## src/rtl/color_hsv_pkg.sv

```systemverilog
// Shared types and command encodings for the colour/HSV state machine.
package color_hsv_pkg;

   typedef enum logic [1:0] {
      PS_BLUE = 2'd0,
      PS_RED  = 2'd1,
      PS_HSV  = 2'd2
   } parent_state_t;

   typedef enum logic [1:0] {
      HS_IDLE = 2'd0,
      HS_HUE  = 2'd1,
      HS_SAT  = 2'd2,
      HS_VAL  = 2'd3
   } hsv_state_t;

   localparam int CMD_EXIT   = 0;
   localparam int CMD_TOGGLE = 1;
   localparam int CMD_HSV    = 2;
   localparam int CMD_HOLD   = 3;

   // HSV phase order; VAL wraps to HUE because IDLE is only an entry phase.
   function automatic hsv_state_t hsv_advance(input hsv_state_t s);
      hsv_state_t n;
      case (s)
         HS_IDLE: n = HS_HUE;
         HS_HUE:  n = HS_SAT;
         HS_SAT:  n = HS_VAL;
         HS_VAL:  n = HS_HUE;
         default: n = HS_IDLE;
      endcase
      return n;
   endfunction

endpackage

```

## src/rtl/hsv_sub_fsm.sv

```systemverilog
// HSV child phase register plus saturating dwell counter and timeout detect.
module hsv_sub_fsm
   import color_hsv_pkg::*;
#(
   parameter int HSV_TIMEOUT = 8
) (
   input  logic       clk,
   input  logic       rst,
   input  logic       active,
   input  logic       hold,
   input  logic       exit,
   output hsv_state_t sub_state,
   output hsv_state_t sub_next,
   output logic       timeout_hit
);

   localparam int CNT_W = (HSV_TIMEOUT > 0) ? $clog2(HSV_TIMEOUT + 1) : 1;
   localparam logic [CNT_W-1:0] CNT_LAST = CNT_W'(HSV_TIMEOUT - 1);
   localparam logic [CNT_W-1:0] CNT_MAX  = {CNT_W{1'b1}};

   hsv_state_t       sub_r;
   hsv_state_t       sub_next_s;
   logic [CNT_W-1:0] cnt_r;
   logic [CNT_W-1:0] cnt_next_s;
   logic             timeout_hit_s;

   // Timeout fires only on an advancing cycle; an explicit exit takes priority.
   always_comb begin
      timeout_hit_s = 1'b0;
      if ((HSV_TIMEOUT != 0) && active && !hold && !exit) begin
         timeout_hit_s = (cnt_r == CNT_LAST);
      end else begin
         timeout_hit_s = 1'b0;
      end
   end

   // Next child phase and dwell count; outside HSV both sit at their idle values.
   always_comb begin
      sub_next_s = sub_r;
      cnt_next_s = cnt_r;
      if (!active) begin
         sub_next_s = HS_IDLE;
         cnt_next_s = '0;
      end else if (hold) begin
         sub_next_s = sub_r;
         cnt_next_s = cnt_r;
      end else if (exit || timeout_hit_s) begin
         sub_next_s = HS_IDLE;
         cnt_next_s = '0;
      end else begin
         sub_next_s = hsv_advance(sub_r);
         if (cnt_r != CNT_MAX) begin
            cnt_next_s = cnt_r + CNT_W'(1);
         end else begin
            cnt_next_s = cnt_r;
         end
      end
   end

   // Child phase and dwell counter registers.
   always_ff @(posedge clk or posedge rst) begin
      if (rst) begin
         sub_r <= HS_IDLE;
         cnt_r <= '0;
      end else begin
         sub_r <= sub_next_s;
         cnt_r <= cnt_next_s;
      end
   end

   assign sub_state   = sub_r;
   assign sub_next    = sub_next_s;
   assign timeout_hit = timeout_hit_s;

endmodule

```

## src/rtl/color_hsv_fsm.sv

```systemverilog
// Parent colour FSM (BLUE/RED/HSV) with registered output and status pulses.
module color_hsv_fsm
   import color_hsv_pkg::*;
#(
   parameter int IN_WIDTH    = 2,
   parameter int OUT_WIDTH   = 2,
   parameter int BLUE_VAL    = 1,
   parameter int RED_VAL     = 2,
   parameter int HSV_BASE    = 2,
   parameter int HSV_TIMEOUT = 8
) (
   input  logic                 clk,
   input  logic                 rst,
   input  logic [IN_WIDTH-1:0]  in,
   output logic [OUT_WIDTH-1:0] out,
   output logic [1:0]           state,
   output logic [1:0]           sub_state,
   output logic                 state_change,
   output logic                 timeout
);

   localparam logic [OUT_WIDTH-1:0] BLUE_O = OUT_WIDTH'(BLUE_VAL);
   localparam logic [OUT_WIDTH-1:0] RED_O  = OUT_WIDTH'(RED_VAL);
   localparam logic [OUT_WIDTH-1:0] HSV_O  = OUT_WIDTH'(HSV_BASE);

   parent_state_t        state_r;
   parent_state_t        state_next_s;
   logic [OUT_WIDTH-1:0] out_r;
   logic [OUT_WIDTH-1:0] out_next_s;
   logic                 state_change_r;
   logic                 timeout_r;
   logic                 cmd_exit_s;
   logic                 cmd_toggle_s;
   logic                 cmd_hsv_s;
   logic                 cmd_hold_s;
   logic                 hsv_active_s;
   logic                 timeout_hit_s;
   hsv_state_t           sub_cur_s;
   hsv_state_t           sub_next_s;
   logic [1:0]           sub_next_bits_s;

   // Full-width compares so that codes above 3 decode as NOP.
   assign cmd_exit_s   = (in == IN_WIDTH'(CMD_EXIT));
   assign cmd_toggle_s = (in == IN_WIDTH'(CMD_TOGGLE));
   assign cmd_hsv_s    = (in == IN_WIDTH'(CMD_HSV));
   assign cmd_hold_s   = (in == IN_WIDTH'(CMD_HOLD));
   assign hsv_active_s = (state_r == PS_HSV);

   hsv_sub_fsm #(
      .HSV_TIMEOUT (HSV_TIMEOUT)
   ) u_hsv_sub (
      .clk         (clk),
      .rst         (rst),
      .active      (hsv_active_s),
      .hold        (cmd_hold_s),
      .exit        (cmd_exit_s),
      .sub_state   (sub_cur_s),
      .sub_next    (sub_next_s),
      .timeout_hit (timeout_hit_s)
   );

   // Parent next-state decode; HOLD freezes every state.
   always_comb begin
      state_next_s = state_r;
      if (cmd_hold_s) begin
         state_next_s = state_r;
      end else begin
         case (state_r)
            PS_RED: begin
               if (cmd_toggle_s) begin
                  state_next_s = PS_BLUE;
               end else if (cmd_hsv_s) begin
                  state_next_s = PS_HSV;
               end else begin
                  state_next_s = PS_RED;
               end
            end
            PS_BLUE: begin
               if (cmd_toggle_s) begin
                  state_next_s = PS_RED;
               end else begin
                  state_next_s = PS_BLUE;
               end
            end
            PS_HSV: begin
               if (cmd_exit_s || timeout_hit_s) begin
                  state_next_s = PS_RED;
               end else begin
                  state_next_s = PS_HSV;
               end
            end
            default: state_next_s = PS_RED;
         endcase
      end
   end

   // Output value from the next state so the registered out tracks state exactly.
   always_comb begin
      sub_next_bits_s = sub_next_s;
      out_next_s      = RED_O;
      case (state_next_s)
         PS_BLUE: out_next_s = BLUE_O;
         PS_RED:  out_next_s = RED_O;
         PS_HSV:  out_next_s = HSV_O + OUT_WIDTH'(sub_next_bits_s);
         default: out_next_s = RED_O;
      endcase
   end

   // Parent state, output register and one-cycle status pulses.
   always_ff @(posedge clk or posedge rst) begin
      if (rst) begin
         state_r        <= PS_RED;
         out_r          <= RED_O;
         state_change_r <= 1'b0;
         timeout_r      <= 1'b0;
      end else begin
         state_r        <= state_next_s;
         out_r          <= out_next_s;
         state_change_r <= !cmd_hold_s && (state_next_s != state_r);
         timeout_r      <= timeout_hit_s;
      end
   end

   assign state        = state_r;
   assign sub_state    = sub_cur_s;
   assign out          = out_r;
   assign state_change = state_change_r;
   assign timeout      = timeout_r;

endmodule

```

## config.mk

```make
export PLATFORM = sky130hd
export DESIGN_NAME = color_hsv_fsm
export DESIGN_NICKNAME = d
export VERILOG_FILES = /design/src/rtl/color_hsv_pkg.sv /design/src/rtl/hsv_sub_fsm.sv /design/src/rtl/color_hsv_fsm.sv
export SDC_FILE = /design/constraint.sdc
export NUM_CORES = 1
export LEC_CHECK = 0
export ABC_CLOCK_PERIOD_IN_PS = 4200
export BUFFER_PORTS_ARGS = -buffer_cell sky130_fd_sc_hd__buf_2
export CORE_AREA = 3 3 40 42
export CTS_BUF_LIST = sky130_fd_sc_hd__clkbuf_4
export CTS_CLUSTER_SIZE = 14
export DETAILED_ROUTE_END_ITERATION = 10
export DIE_AREA = 0 0 43 45
export PLACE_DENSITY = 0.79
export RECOVER_POWER = 25
export SLEW_MARGIN = 20
export SYNTH_ARGS = -nofsm -noshare
export SYNTH_HDL_FRONTEND = slang
export SYNTH_SLANG_ARGS = --single-unit
```

## constraint.sdc

```tcl
create_clock -name clk -period 4.2 [get_ports clk]
set_input_delay 0.63 -clock clk [delete_from_list [all_inputs] [get_ports clk]]
set_output_delay 0.63 -clock clk [all_outputs]
set_load 0.03 [all_outputs]
```

==> flow_summary_export.csv, run 1 <==
group,metric,value,unit
routing,first_pass_iters,4,
worst_hold_path,holdCritPathClass,"in2async",
timing,max_freq,558.2,MHz
setup_path,max_stage_delay,0.43,ns
timing,final_hold_viol_count,0,
clocking,cts-root-to-sink-buffers,2,
pwr,ir_drop,0.3199,mV
placement,dpl.hpwl,924.5,um
timing,worstMarginPinSlew,0.4764,ns
run,max_cap_violations,0,
routing,detailedRoute.firstIterationViolations,14,
synthesis,synthesis.area_per_instance,10.01,um2
timing,post_layout_minimum_cycle_time,1.791,ns
grt,antenna_found_initial,0,
setup_path,cells_traversed_along_the_worst_timing_path,"ha_1, and3b_1, or4_1, a21oi_1, o21bai_1",
synthesis,synth-async-reset-ratio,100.0,%
clocking,number_of_buffers_inserted_by_hold_repair_at_cts,0,
timing,max-slew-margin-rel,68.24,%
synthesis,mappedNetlistNets,76,
clocking,cts_resized,0,
synthesis,cell_with_the_most_instances_after_synthesis,"sky130_fd_sc_hd__dfrtp_1",
layout,layout-area-overhead-vs-synth,13.83,%
layout,multi_input_area,319.1,um2
floorplan,core_region_area,1285,um2
floorplan,fp.dieArea,1935,um2
synthesis,synthCells,66,
placement,dpl_cell_area,725.7,um2
routing,drt-total-wl,1269,um
synthesis,yosysSeqAreaShare,45.83,%
clocking,cts_root_buffer,"sky130_fd_sc_hd__clkbuf_4",
setup_path,crit_required,4.39,ns
routing,drt.antenna.violating_nets,0,
synthesis,ys_ff_latch,12,
layout,stdcell_area,752.0,um2
setup_path,setup.worst_path.start_class,"flip-flop",
grt,grt-ovfl-total,0,
layout,insertedDiodeCount,0,
routing,via_per_inst,5.532,
synthesis,synthTopCellsByCount,"sky130_fd_sc_hd__dfrtp_1 (10), sky130_fd_sc_hd__inv_1 (8), sky130_fd_sc_hd__nor2_1 (7), sky130_fd_sc_hd__a21oi_1 (6), sky130_fd_sc_hd__ha_1 (6)",
clocking,clk-insertion-delay-late,0.27,ns
setup_path,setup.worst_path.class,"reg2reg",
synthesis,synth_edf_count,0,
synthesis,ys_dominant_reg_cell,"sky130_fd_sc_hd__dfrtp_1",
layout,area.sequential,302.8,um2
setup_path,worst-endpoint-arrival,1.98,ns
grt,grt.total_usage,14.45,%
clocking,cts-buffers-inserted,3,
outcome,status,"completed",
layout,final_layout_size_suffix_gt1_share,22.78,%
grt,grt_start_max_net_pins,16,
clocking,post-cts-setup-buffers,0,
timing,finClkSkew,0.003488,ns
routing,wire_per_inst,13.50,um
floorplan,placementRows,13,
grt,grt_first_pass_wirelength,2070,um
synthesis,yosysWarningCount,0,
synthesis,yosys.area.top_type,"sky130_fd_sc_hd__dfrtp_1",
clocking,tritoncts_clock_tree,"done",
timing,final-max-slew-violation-count,0,
layout,finish.net_count,90,
clocking,ctsHtreeMaxLevel,1,
floorplan,io-pin-count,12,
placement,portBuffers,11,
floorplan,die_x,43,um
routing,detail_route.drc_violations,0,
grt,grt_pass1_vias,493,
clocking,cts.sink_count,12,
setup_path,worstPathMaxFanout,7,
layout,number_of_inserted_filler_cells_in_the_final_layout,110,
floorplan,floorplan.initialDensity,51.41,%
routing,num_vias,520,
pwr,pwr_density_cell,541.0,nW/um2
clocking,clk_pin_slew_worst_paths,0.07,ns
synthesis,synth.top_cells.by_area,"sky130_fd_sc_hd__dfrtp_1 (38%), sky130_fd_sc_hd__ha_1 (11%), sky130_fd_sc_hd__dfstp_2 (8.0%)",
synthesis,netlist_area,660.6,um2
synthesis,synth_top_area_share,37.88,%
setup_path,crit_slowest_cell,"sky130_fd_sc_hd__dfrtp_1",
synthesis,synth_cell_types,28,
pwr,static_leakage_power,0.3878,nW
placement,gpl.final_weighted_congestion,0.7875,
floorplan,die_height,45,um
timing,setup_repair_after_global_routing_missed_its_margin,"no",
timing,fin_crit_sh,42.65,%
timing,total_negative_setup_slack,0,ns
timing,setup_viol_count_final,0,
setup_path,crit_path_end_kind,"flip-flop",
==> path summary, 6_finish.rpt <==
path                                    start                endpoint  slack (ns)  cells past startpoint
setup / recovery           u_hsv_sub.cnt_r[0]                  out[1]        2.41                      5
hold / removal                            rst  u_hsv_sub.sub_state[0]        0.34                      2
setup reg to reg           u_hsv_sub.cnt_r[0]                  out[1]        2.41                      5
hold reg to reg            u_hsv_sub.cnt_r[1]      u_hsv_sub.cnt_r[1]        0.55                      2
max in group asynchronous                 rst                state[0]        3.52                      2
min in group clk           u_hsv_sub.cnt_r[1]      u_hsv_sub.cnt_r[1]        0.55                      2
==> cells by family (layout without fill, tap and decap cells) <==
group | Yosys count | count (layout) | share of synthesized area [%]
and+or+nand+nor | 20 | 20 | 17.24
AOI/OAI and AO/OA | 17 | 17 | 18.18
DFF | 12 | 12 | 45.83
buffers and inverters | 10 | 23 | 5.870
adders and majority gates | 6 | 6 | 11.36
muxes | 1 | 1 | 1.515
==> worst max-delay path: cells and delay by family (launching register included) <==
| family | cells | cell delay [ns] |
|---|---|---|
| flops | 1 | 0.43 |
| compound gates | 2 | 0.32 |
| simple gates | 2 | 0.66 |
| fa+ha+maj | 1 | 0.29 |
==> cells in the final DEF, fill, tap and decap left out, drive strengths merged, types with 2 or more instances in the layout <==
cell and count:
buf 11, dfrtp 10, inv 8, nor2 7
a21oi 7, ha 6, nor3 3, clkbuf 3
o21ai 2, a221oi 2, nand2 2, dfstp 2
or4 2
==> metrics by stage <==
| step | utilization [%] | std cells | total power (W) | setup WS [ns] | hold slack [ns] |
|---|---|---|---|---|---|
| 4_1_cts | 58.52 | 94 | 0.0004100 | 2.411 | 0.3496 |
| 6_report | 58.52 | 94 | 0.0004068 | 2.409 | 0.3429 |
| 3_3_place_gp | 56.48 | 90 | 0.0003299 | 2.124 | 0.5402 |
| 3_5_place_dp | 56.48 | 90 | 0.0003347 | 2.137 | 0.5364 |
| 5_1_grt | 58.52 | 94 | 0.0004326 | 2.288 | 0.3681 |
| 2_1_floorplan | - | 66 | 0.0002938 | 2.412 | 0.4933 |
==> cell type report <==
type | instances | area share, %
clock buffers | 3 | 2.995
clock inverters | 1 | 0.4992
inverters | 8 | 3.993
multi-input cells | 44 | 42.43
flip-flops and latches | 12 | 40.27
well taps | 15 | 2.496
repair buffers | 11 | 7.321
==> report_power, final <==
group	internal (W)	leakage [nW]	total (W)	switching (W)
clock	0.0000345	0.0154	0.0000715	0.0000371
sequential	0.000150	0.156	0.000168	0.0000182
combinational	0.0000563	0.217	0.000167	0.000111
==> state kept, by name, summed over array words and instances (netlist names) <==
name / cells
state_change: 1
u_hsv_sub.cnt_r: 4
timeout: 1
u_hsv_sub.sub_state: 2
state: 2
out: 2
==> routing by layer <==
layer	vias to the layer above	global-route usage, %	routed length, um
met5	-	0	0
li1	262	-	-
met4	0	5.422	16
met2	13	25.45	631
met3	2	3.984	58
met1	243	16.88	562
Power figures use the tool's default switching activity.
==> run 2, diff against run 1 <==
--- a/config.mk
+++ b/config.mk
@@ -5,14 +5,15 @@
 export SDC_FILE = /design/constraint.sdc
 export NUM_CORES = 1
 export LEC_CHECK = 0
-export ABC_CLOCK_PERIOD_IN_PS = 4200
+export ABC_AREA = 1
+export ABC_CLOCK_PERIOD_IN_PS = 1600
 export BUFFER_PORTS_ARGS = -buffer_cell sky130_fd_sc_hd__buf_2
-export CORE_AREA = 3 3 40 42
+export CORE_MARGIN = 3
+export CORE_UTILIZATION = 51
 export CTS_BUF_LIST = sky130_fd_sc_hd__clkbuf_4
 export CTS_CLUSTER_SIZE = 14
 export DETAILED_ROUTE_END_ITERATION = 10
-export DIE_AREA = 0 0 43 45
-export PLACE_DENSITY = 0.79
+export PLACE_DENSITY = 0.83
 export RECOVER_POWER = 25
 export SLEW_MARGIN = 20
 export SYNTH_ARGS = -nofsm -noshare
==> constraint.sdc (replaced) <==
create_clock -name clk -period 1.6 [get_ports clk]
set_input_delay 0.24 -clock clk [delete_from_list [all_inputs] [get_ports clk]]
set_output_delay 0.24 -clock clk [all_outputs]
set_load 0.03 [all_outputs]
==> run 2 against run 1 <==
Design area up 15%. Largest cell class unchanged. Highest routed layer unchanged. Critical endpoint is now out[0]. Worst hold slack better by 0.17 ns. Synthesized cell count up 45%. Largest power group unchanged.
==> flow_summary_export.csv, run 2 <==
group,metric,value,unit
placement,portBuffers,11,
timing,setup_viol_count_final,0,
timing,final-max-slew-violation-count,0,
floorplan,floorplan.initialDensity,55.72,%
grt,grt_pass1_vias,585,
timing,final_hold_viol_count,0,
timing,total_negative_setup_slack,0,ns
setup_path,max_stage_delay,0.37,ns
routing,wire_per_inst,10.23,um
placement,dp_cells,123,
routing,detail_route.drc_violations,0,
timing,post_layout_minimum_cycle_time,1.437,ns
run,max_cap_violations,0,
synthesis,synth_edf_count,0,
synthesis,synth-async-reset-ratio,100.0,%
setup_path,worstPathMaxFanout,4,
synthesis,yosys.area.top_type,"sky130_fd_sc_hd__dfrtp_1",
pwr,ir_drop,0.7678,mV
synthesis,synthCells,96,
routing,drt.antenna.violating_nets,0,
layout,largest_reg_flops,4,
setup_path,crit_path_end_kind,"flip-flop",
outcome,status,"completed",
synthesis,ys_ff_latch,12,
setup_path,cp.buffers_inverters,0,
synthesis,ys_dominant_reg_cell,"sky130_fd_sc_hd__dfrtp_1",
pwr,static_leakage_power,0.5183,nW
floorplan,die_x,44.18,um
clocking,cts.sink_count,12,
synthesis,synth_top_family_by_area,"simple AND/OR/NAND/NOR gates",
clocking,tritoncts_clock_tree,"done",
placement,gpl.final_weighted_congestion,0.8668,
routing,num_vias,602,
timing,max-slew-margin-rel,70.38,%
synthesis,mappedNetlistNets,106,
synthesis,netlist_area,743.2,um2
layout,insertedDiodeCount,0,
synthesis,synthTopCellsByCount,"sky130_fd_sc_hd__nand2_1 (23), sky130_fd_sc_hd__inv_1 (20), sky130_fd_sc_hd__dfrtp_1 (10), sky130_fd_sc_hd__nand3_1 (8), sky130_fd_sc_hd__ha_1 (6)",
synthesis,synthesis.area_per_instance,7.742,um2
pwr,pwr_density_cell,1117,nW/um2
layout,mostFrequentLayoutCell,"sky130_fd_sc_hd__nand2_1",
layout,final_layout_size_suffix_gt1_share,26.55,%
clocking,cts-root-to-sink-buffers,2,
clocking,ctsHtreeMaxLevel,1,
worst_hold_path,holdCritPathClass,"reg2reg",
setup_path,setup.worst_path.start_class,"flip-flop",
clocking,cts_root_buffer,"sky130_fd_sc_hd__clkbuf_4",
floorplan,die_height,44.18,um
layout,instances_no_fill,128,
floorplan,io-pin-count,12,
synthesis,synth.mux.area_fraction,0,%
layout,finish.net_count,124,
setup_path,worst_path_dominant_cell_family,"simple AND/OR/NAND/NOR gates",
clocking,post-cts-setup-buffers,0,
synthesis,yosysWarningCount,0,
timing,setup_repair_after_global_routing_missed_its_margin,"no",
routing,via_per_inst,4.703,
timing,finClkSkew,0.004819,ns
timing,worstMarginPinSlew,0.4438,ns
layout,commonest_cells_after_routing_fill_and_taps_aside,"sky130_fd_sc_hd__nand2_1 (23), sky130_fd_sc_hd__inv_1 (20), sky130_fd_sc_hd__buf_2 (11)",
grt,grt-ovfl-total,0,
synthesis,yosys.area_share.simple,31.14,%
clocking,clk-insertion-delay-late,0.27,ns
synthesis,post_synth_xor_area_fraction,1.178,%
routing,detailedRoute.firstIterationViolations,14,
synthesis,synth_cell_types,21,
setup_path,setup.worst_path.class,"reg2reg",
synthesis,synth.top_cells.by_area,"sky130_fd_sc_hd__dfrtp_1 (34%), sky130_fd_sc_hd__nand2_1 (12%), sky130_fd_sc_hd__ha_1 (10%)",
synthesis,synth_top_area_share,33.67,%
grt,grt_start_max_net_pins,13,
synthesis,cell_with_the_most_instances_after_synthesis,"sky130_fd_sc_hd__nand2_1",
timing,max_freq,695.9,MHz
synthesis,synth-compound-area-share,4.714,%
grt,grt.total_usage,16.65,%
setup_path,crit_slowest_cell,"sky130_fd_sc_hd__dfrtp_1",
setup_path,reg2regPathDepth,10,
clocking,cts-buffers-inserted,3,
placement,dpl.hpwl,1038,um
timing,fin_crit_sh,89.81,%
clocking,clk_pin_slew_worst_paths,0.07,ns
setup_path,rrSetupSlack,0.16,ns
grt,grt_first_pass_wirelength,2318,um
grt,antenna_found_initial,0,
floorplan,core_region_area,1334,um2
setup_path,critical_path_most_common_cell,"sky130_fd_sc_hd__nand2_1",
layout,regMostFlops,"u_hsv_sub.cnt_r",
setup_path,crit_required,1.77,ns
layout,layout-area-overhead-vs-synth,16.16,%
floorplan,fp.dieArea,1951,um2
synthesis,post_synth_fa_ha_maj_area_fraction,10.10,%
routing,drt-total-wl,1310,um
floorplan,placementRows,13,
setup_path,worst-endpoint-arrival,1.60,ns
setup_path,cells_traversed_along_the_worst_timing_path,"ha_1, nand2_1, nor2_2, nand2_4, nand2_1, nand2_1, nand2_1, o21ai_2, nand2_1, nand2_1",
worst_hold_path,worst_hold_path.num_cells,2,
setup_path,timing.critical_path.depth,10,
synthesis,yosysSeqAreaShare,40.74,%
routing,first_pass_iters,4,
run 2: where the power goes:
| part | switching, W | internal, W | leakage [nW] | total, W |
|---|---|---|---|---|
| clock network | 0.000103 | 0.0000903 | 0.0154 | 0.000193 |
| logic | 0.000257 | 0.000107 | 0.349 | 0.000364 |
| registers | 0.0000373 | 0.000369 | 0.154 | 0.000407 |
run 2: through the flow:
step | worst slack [ns] | util, % | hold slack (ns) | cell area (um2) | power [W]
2_1_floorplan | 0.1413 | - | 0.1033 | 743.2 | 0.0006857
3_3_place_gp | 0.1003 | 61.82 | 0.2547 | 824.5 | 0.0007716
3_5_place_dp | 0.02984 | 61.82 | 0.2642 | 824.5 | 0.0007772
4_1_cts | 0.1136 | 64.54 | 0.5148 | 860.8 | 0.0009750
5_1_grt | 0.01384 | 64.73 | 0.5503 | 863.3 | 0.001033
6_report | 0.1631 | 64.73 | 0.5145 | 863.3 | 0.0009640
run 2: cells by family (layout without fill, tap and decap cells):
logic type,Yosys count,after routing
buffers and inverters,24,41
AO/OA/AOI/OAI,6,6
XOR/XNOR,1,1
adder cells (fa/ha/maj),6,6
flip-flops,12,12
AND/OR/NAND/NOR,47,47
run 2: per-layer routing:
metal	track usage (%)	vias to the layer above	routed length, um
met5	0	-	0
met4	7.229	0	17
met3	3.659	2	54
met2	27.91	12	650
met1	20.47	260	588
li1	-	328	-
run 2: layout make-up:
type	count	area (um2)
Timing Repair Buffer	13	72.57
Sequential cell	12	302.8
Clock inverter	1	3.754
Fill cell	110	470.5
Tap cell	15	18.77
Multi-Input combinational cell	60	352.8
Inverter	24	90.09
Clock buffer	3	22.52
run 2: path summary, 6_finish.rpt:
kind,startpoint,endpoint
min,u_hsv_sub.cnt_r[1],u_hsv_sub.cnt_r[1]
max in group asynchronous,rst,out[1]
min in group asynchronous,rst,state[1]
max reg2reg,u_hsv_sub.cnt_r[1],out[0]
min reg2reg,u_hsv_sub.cnt_r[1],u_hsv_sub.cnt_r[1]
max,u_hsv_sub.cnt_r[1],out[0]
run 2: worst register-to-register path, stage by stage, from the launching register on:
cell and delay (ns):
sky130_fd_sc_hd__dfrtp_1 0.37, sky130_fd_sc_hd__ha_1 0.17, sky130_fd_sc_hd__nand2_1 0.09, sky130_fd_sc_hd__nor2_2 0.16
sky130_fd_sc_hd__nand2_4 0.08, sky130_fd_sc_hd__nand2_1 0.12, sky130_fd_sc_hd__nand2_1 0.07, sky130_fd_sc_hd__nand2_1 0.09
sky130_fd_sc_hd__o21ai_2 0.08, sky130_fd_sc_hd__nand2_1 0.06, sky130_fd_sc_hd__nand2_1 0.05
run 2: what timing repair did:
action	4_1_cts	5_1_grt
endpoints found under the setup margin	0	1
hold buffers	1	0
hold endpoints to repair	10	0
resized for setup	0	1
==> run 3, diff against run 2 <==
--- a/config.mk
+++ b/config.mk
@@ -9,11 +9,11 @@
 export ABC_CLOCK_PERIOD_IN_PS = 1600
 export BUFFER_PORTS_ARGS = -buffer_cell sky130_fd_sc_hd__buf_2
 export CORE_MARGIN = 3
-export CORE_UTILIZATION = 51
+export CORE_UTILIZATION = 33
 export CTS_BUF_LIST = sky130_fd_sc_hd__clkbuf_4
 export CTS_CLUSTER_SIZE = 14
 export DETAILED_ROUTE_END_ITERATION = 10
-export PLACE_DENSITY = 0.83
+export PLACE_DENSITY = 0.6
 export RECOVER_POWER = 25
 export SLEW_MARGIN = 20
 export SYNTH_ARGS = -nofsm -noshare
==> run 3 against run 2 <==
Die area is 46% higher. Largest power group unchanged. Power is 2.6% higher. Sequential power is 3% lower. Utilization is 21 points lower. Largest cell class unchanged. Critical path type unchanged. Cell count is 12% higher.
==> flow_summary_export.csv, run 3 (synthesis gave the netlist of run 2 again) <==
group,metric,value,unit
outcome,status,"completed",
floorplan,floorplan.initialDensity,36.40,%
clocking,cts_root_buffer,"sky130_fd_sc_hd__clkbuf_4",
setup_path,critical_path_most_common_cell,"sky130_fd_sc_hd__nand2_1",
routing,drt.antenna.violating_nets,0,
grt,grt_pass1_vias,627,
clocking,cts-root-to-sink-buffers,2,
worst_hold_path,holdCritPathClass,"in2async",
setup_path,cp.buffers_inverters,1,
setup_path,setup.worst_path.class,"reg2reg",
placement,dpl_cell_area,854.6,um2
timing,setup_repair_after_global_routing_missed_its_margin,"no",
setup_path,crit_required,1.78,ns
clocking,tritoncts_clock_tree,"done",
pwr,pwr_density_cell,1098,nW/um2
floorplan,core_region_area,2042,um2
run,max_cap_violations,0,
floorplan,placementRows,16,
placement,portBuffers,11,
routing,via_per_inst,4.573,
floorplan,io-pin-count,12,
clocking,clk_pin_slew_worst_paths,0.08,ns
setup_path,crit_slowest_cell,"sky130_fd_sc_hd__dfrtp_1",
layout,insertedDiodeCount,0,
layout,commonest_cells_after_routing_fill_and_taps_aside,"sky130_fd_sc_hd__nand2_1 (23), sky130_fd_sc_hd__inv_1 (20), sky130_fd_sc_hd__buf_2 (11)",
grt,antenna_found_initial,0,
timing,setup_viol_count_final,0,
placement,gpl.final_weighted_congestion,0.8169,
layout,regMostFlops,"u_hsv_sub.cnt_r",
routing,first_pass_iters,4,
timing,max_freq,712.2,MHz
clocking,cts.sink_count,12,
layout,final_layout_size_suffix_gt1_share,28.45,%
pwr,static_leakage_power,0.5348,nW
clocking,clk-insertion-delay-late,0.28,ns
layout,stdcell_area,900.9,um2
routing,detail_route.drc_violations,0,
floorplan,die_height,53.46,um
setup_path,worst_path_dominant_cell_family,"simple AND/OR/NAND/NOR gates",
floorplan,die_x,53.46,um
routing,drt-total-wl,1459,um
grt,grt-ovfl-total,0,
routing,detailedRoute.firstIterationViolations,7,
timing,total_negative_setup_slack,0,ns
grt,grt_first_pass_wirelength,2573,um
timing,final-max-slew-violation-count,0,
timing,post_layout_minimum_cycle_time,1.404,ns
grt,grt_start_max_net_pins,13,
timing,worstMarginPinSlew,0.4751,ns
clocking,cts-buffers-inserted,3,
pwr,ir_drop,0.7001,mV
grt,grt.total_usage,12.37,%
timing,finClkSkew,0.001172,ns
setup_path,crit_path_end_kind,"flip-flop",
clocking,ctsHtreeMaxLevel,1,
setup_path,max_stage_delay,0.38,ns
setup_path,worstPathMaxFanout,4,
timing,max-slew-margin-rel,68.29,%
placement,dpl.hpwl,1158,um
layout,finish.net_count,127,
setup_path,cells_traversed_along_the_worst_timing_path,"ha_1, nand2_1, nor2_2, nand2_4, nand3_2, nand2_1, nand2_2, clkinv_1, nand2_1, nand2_1",
floorplan,fp.dieArea,2857,um2
layout,mostFrequentLayoutCell,"sky130_fd_sc_hd__nand2_1",
layout,largest_reg_flops,4,
routing,wire_per_inst,10.20,um
layout,layout-area-overhead-vs-synth,21.21,%
timing,final_hold_viol_count,0,
setup_path,worst-endpoint-arrival,1.58,ns
routing,num_vias,654,
timing,fin_crit_sh,87.75,%
layout,number_of_inserted_filler_cells_in_the_final_layout,229,
setup_path,setup.worst_path.start_class,"flip-flop",
[run 3: cell count changes in the layout (fill, tap and decap cells not counted)]
cell,change
sky130_fd_sc_hd__buf_4,+3
[run 3: through the flow]
step           hold WS (ns)  utilization [%]  instances  setup WS (ns)  power [W]
6_report             0.5090            44.12        143         0.1959  0.0009895
5_1_grt              0.5616            44.12        143        0.01310   0.001053
4_1_cts              0.5349            43.63        142         0.1225  0.0009971
3_5_place_dp         0.2847            41.85        137        0.06519  0.0007940
3_3_place_gp         0.2675            41.85        137        0.08745  0.0007878
2_1_floorplan        0.1033                -         96         0.1413  0.0006857
[run 3: final timing paths]
path                       slack [ns]                endpoint  cells after the start          startpoint
setup / recovery                 0.20      u_hsv_sub.cnt_r[1]                     10  u_hsv_sub.cnt_r[1]
hold / removal                   0.51  u_hsv_sub.sub_state[1]                      3                 rst
setup reg to reg                 0.20      u_hsv_sub.cnt_r[1]                     10  u_hsv_sub.cnt_r[1]
hold reg to reg                  0.55      u_hsv_sub.cnt_r[2]                      2  u_hsv_sub.cnt_r[2]
max in group asynchronous        0.74                state[0]                      3                 rst
min in group clk                 0.54            state_change                      6               in[1]
[run 3: layout make-up]
cell class                 instances  area (um2)  area share, %
clock buffer                       3       22.52          2.500
clock inverter                     1       3.754         0.4167
inverter                          24       90.09          10.00
multi-input combinational         60       352.8          39.17
sequential                        12       302.8          33.61
tap                               27       33.78          3.750
timing repair buffer              16       95.09          10.56
[run 3: repair_timing]
item	CTS	global route
resized for setup	0	1
endpoints found under the setup margin	0	2
hold buffers	1	0
buffers inserted	0	1
hold endpoints to repair	10	0
[run 3: worst register-to-register path, cell delays in order (launching register included)]
cell and delay [ns]:
sky130_fd_sc_hd__dfrtp_1 0.38, sky130_fd_sc_hd__ha_1 0.18, sky130_fd_sc_hd__nand2_1 0.08, sky130_fd_sc_hd__nor2_2 0.12, sky130_fd_sc_hd__nand2_4 0.07, sky130_fd_sc_hd__nand3_2 0.10, sky130_fd_sc_hd__nand2_1 0.09, sky130_fd_sc_hd__nand2_2 0.08
sky130_fd_sc_hd__clkinv_1 0.08, sky130_fd_sc_hd__nand2_1 0.07, sky130_fd_sc_hd__nand2_1 0.05
[run 3: power breakdown]
| part | total [W] | switching, W | internal [W] |
|---|---|---|---|
| Clock | 0.000199 | 0.000108 | 0.0000906 |
| Sequential | 0.000395 | 0.0000266 | 0.000368 |
| Combinational | 0.000395 | 0.000275 | 0.000121 |
| Total | 0.000990 | 0.000410 | 0.000580 |
[run 3: layer usage]
layer	up-vias	GRT usage, %	wire [um]
met5	-	0	0
met4	0	6.383	27
met3	5	1.690	43
met2	9	22.45	790
met1	310	13.70	598
li1	330	-	-
